$ cat src/rtl/isa_test_monitor.sv
// isa_test_monitor: snoops register-file writebacks and turns the riscv-tests done/result protocol into registered status.
// Optional watchdog/TIMEOUT state enabled by defining ISA_MON_TIMEOUT_EN.
module isa_test_monitor #(
    parameter int unsigned SETTLE_CYCLES  = 2,
    parameter int unsigned TIMEOUT_CYCLES = 100000,
    parameter int unsigned DONE_REG       = 26,
    parameter int unsigned RESULT_REG     = 27,
    parameter int unsigned TESTNUM_REG    = 3
) (
    input  logic        clk,
    input  logic        rst,
    input  logic        wb_en,
    input  logic [4:0]  wb_addr,
    input  logic [31:0] wb_data,
    output logic        done,
    output logic        pass,
    output logic        timeout,
    output logic [31:0] fail_code,
    output logic [31:0] cycle_count
);
    localparam logic [1:0] RUN = 2'd0, SETTLE = 2'd1, DONE_ST = 2'd2, TIMEOUT_ST = 2'd3;
`ifdef ISA_MON_TIMEOUT_EN
    localparam bit TO_EN = 1'b1;
`else
    localparam bit TO_EN = 1'b0;
`endif
    logic [1:0]  state;
    logic [7:0]  settle_cnt;
    logic [31:0] sh_num, sh_res;
    logic        wr_ok, done_wr, num_wr, res_wr, limit, running;
    assign wr_ok   = wb_en && wb_addr != 5'd0;
    assign done_wr = wr_ok && wb_addr == 5'(DONE_REG) && wb_data != 32'd0;
    assign num_wr  = wr_ok && wb_addr == 5'(TESTNUM_REG);
    assign res_wr  = wr_ok && wb_addr == 5'(RESULT_REG);
    // constant-folds away when the watchdog is compiled out
    assign limit   = TO_EN && cycle_count == 32'(TIMEOUT_CYCLES);
    assign running = state == RUN || state == SETTLE;
    always_ff @(posedge clk or posedge rst) begin
        if (rst) begin
            state       <= RUN;
            settle_cnt  <= 8'd0;
            sh_num      <= 32'd0;
            sh_res      <= 32'd0;
            done        <= 1'b0;
            pass        <= 1'b0;
            timeout     <= 1'b0;
            fail_code   <= 32'd0;
            cycle_count <= 32'd0;
        end else begin
            if (num_wr) sh_num <= wb_data;
            if (res_wr) sh_res <= wb_data;
            if (running) cycle_count <= cycle_count + 32'(cycle_count != '1);
            if (state == RUN && done_wr) begin
                state      <= SETTLE;
                settle_cnt <= 8'(SETTLE_CYCLES);
            end else if (state == RUN && limit) begin
                state     <= TIMEOUT_ST;
                done      <= 1'b1;
                timeout   <= 1'b1;
                fail_code <= sh_num;
            end else if (state == SETTLE) begin
                settle_cnt <= settle_cnt - 8'd1;
                // verdict uses shadows as of the previous edge, so a result write on the final edge is excluded
                if (settle_cnt == 8'd1) begin
                    state     <= DONE_ST;
                    done      <= 1'b1;
                    pass      <= sh_res == 32'd1;
                    fail_code <= sh_res == 32'd1 ? 32'd0 : sh_num;
                end
            end
        end
    end
endmodule

$ cat config.mk
export PLATFORM = sky130hd
export DESIGN_NAME = isa_test_monitor
export DESIGN_NICKNAME = d
export VERILOG_FILES = /design/src/rtl/isa_test_monitor.sv
export SDC_FILE = /design/constraint.sdc
export NUM_CORES = 1
export LEC_CHECK = 0
export BUFFER_PORTS_ARGS = -buffer_cell sky130_fd_sc_hd__buf_2
export CORE_ASPECT_RATIO = 1.1
export CORE_MARGIN = 2
export CORE_UTILIZATION = 40
export CTS_BUF_LIST = sky130_fd_sc_hd__clkbuf_16
export CTS_CLUSTER_SIZE = 14
export DETAILED_ROUTE_END_ITERATION = 8
export PLACE_DENSITY_LB_ADDON = 0.2
export SYNTH_ARGS = -nofsm -noshare
export SYNTH_HDL_FRONTEND = slang
export SYNTH_SLANG_ARGS = --single-unit
$ cat constraint.sdc
create_clock -name clk -period 5.9 [get_ports clk]
set_input_delay 0.885 -clock clk [delete_from_list [all_inputs] [get_ports clk]]
set_output_delay 0.885 -clock clk [all_outputs]
set_load 0.03 [all_outputs]
==> metrics.yaml <==
clock_tree.root_cell: "clkbuf_16"
most-common-layout-cells: "dfrtp_1 (140), buf_2 (105), mux2_2 (65), a22o_1 (32), xnor2_1 (27)"
hp-class: "reg -> reg"
die-height_um: 130
synth_edf_count: 0
gp_congestion: 0.787
seq_area_frac_synth_pct: 60.4
period_needed_ns: 2.60
cts_tree: "built"
fp.dieW_um: 119
slew_headroom_pct: 46.0
cts_resized: 0
critical_path_arrival_ns: 2.90
die_area_mm2: 0.0155
dpl.hpwl_mm: 8.59
drtPass1Iterations: 4
n_fill_cell: 1342
peakVddDrop_mv: 0.200
swShare_pct: 27.7
mappedNetlistNets: 466
area_growth_pct: 21.9
ys.flop_type: "dfrtp_1"
fin_nets: 577
path_delay_family: "simple AND/OR/NAND/NOR gates"
antenna_found_initial: 1
synth_area_leaders: "dfrtp_1 (60%), mux2_2 (13%), a22o_1 (4.8%)"
final_util_pct: 49.5
clkTransAtPathRegs_ns: 0.06
cts_setup_buffers: 0
crit_slowest_cell: "nor4_4"
clock.fmax_mhz: 384
pwr-share-seq_pct: 46.0
syn_area_per_cell_um2: 13.8
ys_seq_elements: 140
grt_max_degree: 87
grt_util_all_layers_pct: 17.1
cts_made_buffers: 17
mostFrequentLayoutCell: "dfrtp_1"
finalSetupViolCount: 0
crit_chain: "and4_1, and4_1, nand4_1, ha_1, ha_1, nand4b_4, nor4_4, nand4_1, xnor2_1"
synthArstFlopShare_pct: 100
rsz0062_at_grt: "no"
p_per_area_mw_per_mm2: 384
holdBufCountCts: 0
outcome: "completed"
p_switching_w: 0.000750
ant_nets: 0
post-route-period-util_pct: 44.2
fp-row-count: 46
io_buffers: 105
p_comb_share_pct: 15.3
grt_pass1_vias: 4040
via_per_inst: 5.13
pin_count: 107
cts_sinks: 140
cts.htree.levels: 4
cap_viol_max_count: 0
clock_latency_ns: 0.41
synth_top_area_cell: "dfrtp_1"
start_kind: "flop"
internal_power_w: 0.00196
drtIter0Drc: 125
power.leakage_nw: 3.49
worst_slew_pin_slew_ns: 0.809
path_class: "reg -> reg"
synth_warnings: 0
synth_cell_types: 43
hold_viol: 0
yosysTopAreaCellShare_pct: 60.4
cp_num_buf_inv: 0
start_util_pct: 40.6
drive_above_1_share_pct: 40.1
cp_max_fo: 9
syn_area_mm2: 0.00580
coreArea_mm2: 0.0143
route.vias.total: 3777
pwr-share-clk_pct: 38.7
drv_slew: 0
totalWireLength_mm: 12.4
overflow: 0
endpoint_kind: "flop"
finClkSkew_ns: 0.00860
grt_pass1_wl_mm: 20.5
cts_buffer_depth: 2
fin_tns_setup_ns: 0
slowest_delay_ns: 0.59
drc: 0
drt-wirelength-per-cell_um: 16.8
required_ns: 6.20
syn_inst: 421
[cells in the mapped netlist (3+ instances only)]
cell type	n
ha_1	5
o21ai_0	4
xor2_1	5
nand2b_1	4
dfrtp_1	140
mux2_2	65
buf_2	12
xnor2_1	27
nor2_1	14
nor4_1	17
and4_1	3
and2_1	3
nand3_1	12
buf_6	3
inv_1	5
and3_1	3
nand2_1	22
a22o_1	32
nand4_1	14
[metal layers]
metal | global-route usage, % | part of all wire [%]
met1 | 21.1 | 44
met2 | 28.5 | 49
met3 | 5.51 | 4.8
met4 | 5.95 | 1.3
met5 | 0 | 0
[worst register-to-register path, delay by kind of cell (launching register included)]
kind	cells	cell delay, ns
xor gates and xnor gates	1	0.17
DFF	1	0.41
and+or+nand+nor	6	1.54
adders and majority gates	2	0.38
[worst paths after layout]
check / startpoint / endpoint / slack [ns] / depth (start not counted)
worst max register to register: cycle_count[24]$_DFFE_PP0P_ / cycle_count[30]$_DFFE_PP0P_ / 3.30 / 9
min in group asynchronous: rst / cycle_count[9]$_DFFE_PP0P_ / 0.63 / 2
worst max-delay path: cycle_count[24]$_DFFE_PP0P_ / cycle_count[30]$_DFFE_PP0P_ / 3.30 / 9
max in group asynchronous: rst / fail_code[0]$_DFFE_PP0P_ / 4.08 / 3
worst min-delay path: done$_DFFE_PP0P_ / done$_DFFE_PP0P_ / 0.46 / 1
worst min register to register: done$_DFFE_PP0P_ / done$_DFFE_PP0P_ / 0.46 / 1
[power by group through the flow]
stage / Combinational [W] / Sequential, W / Clock, W
final: 0.000415 / 0.00125 / 0.00105
after global routing: 0.000467 / 0.00127 / 0.00112
after global placement: 0.000410 / 0.00126 / 0
after detailed placement: 0.000421 / 0.00126 / 0
after CTS: 0.000423 / 0.00125 / 0.00107
after floorplan: 0.000262 / 0.00129 / 0
[kinds of logic after synthesis]
| logic type | synth area share (%) |
|---|---|
| compound gates | 6.35 |
| xor+xnor | 4.84 |
| fa+ha+maj | 1.08 |
| buf+inv | 2.31 |
| flops | 60.4 |
| mux | 12.9 |
| other cells | 0.0647 |
| simple gates | 12.0 |
[area by class of cell]
cell class	count	area, µm²	share of cell area (%)
timing repair buffer	109	556	7.87
sequential	140	3500	49.6
clock buffer	17	425	6.02
inverter	5	23.8	0.337
multi-input combinational	259	2160	30.6
antenna	1	2.50	0.0354
tap	192	240	3.40
clock inverter	13	151	2.14
[metrics by stage]
step / hold WS, ns / setup slack (ns) / cell area (µm²) / power [W] / cells
after global placement: 0.449 / 3.37 / 6480 / 0.00167 / 705
after detailed placement: 0.450 / 3.27 / 6480 / 0.00168 / 705
after global routing: 0.488 / 3.14 / 7060 / 0.00286 / 735
final: 0.464 / 3.30 / 7060 / 0.00271 / 736
after floorplan: 0.460 / 1.26 / 5800 / 0.00156 / 421
after CTS: 0.463 / 3.26 / 7060 / 0.00274 / 735
[flip-flops by register name, indices dropped and copies added, names as in the netlist]
name         cells
settle_cnt       8
cycle_count     32
state            2
sh_num          32
done             1
fail_code       32
pass             1
sh_res          32
(Power assumes the default switching activity.)
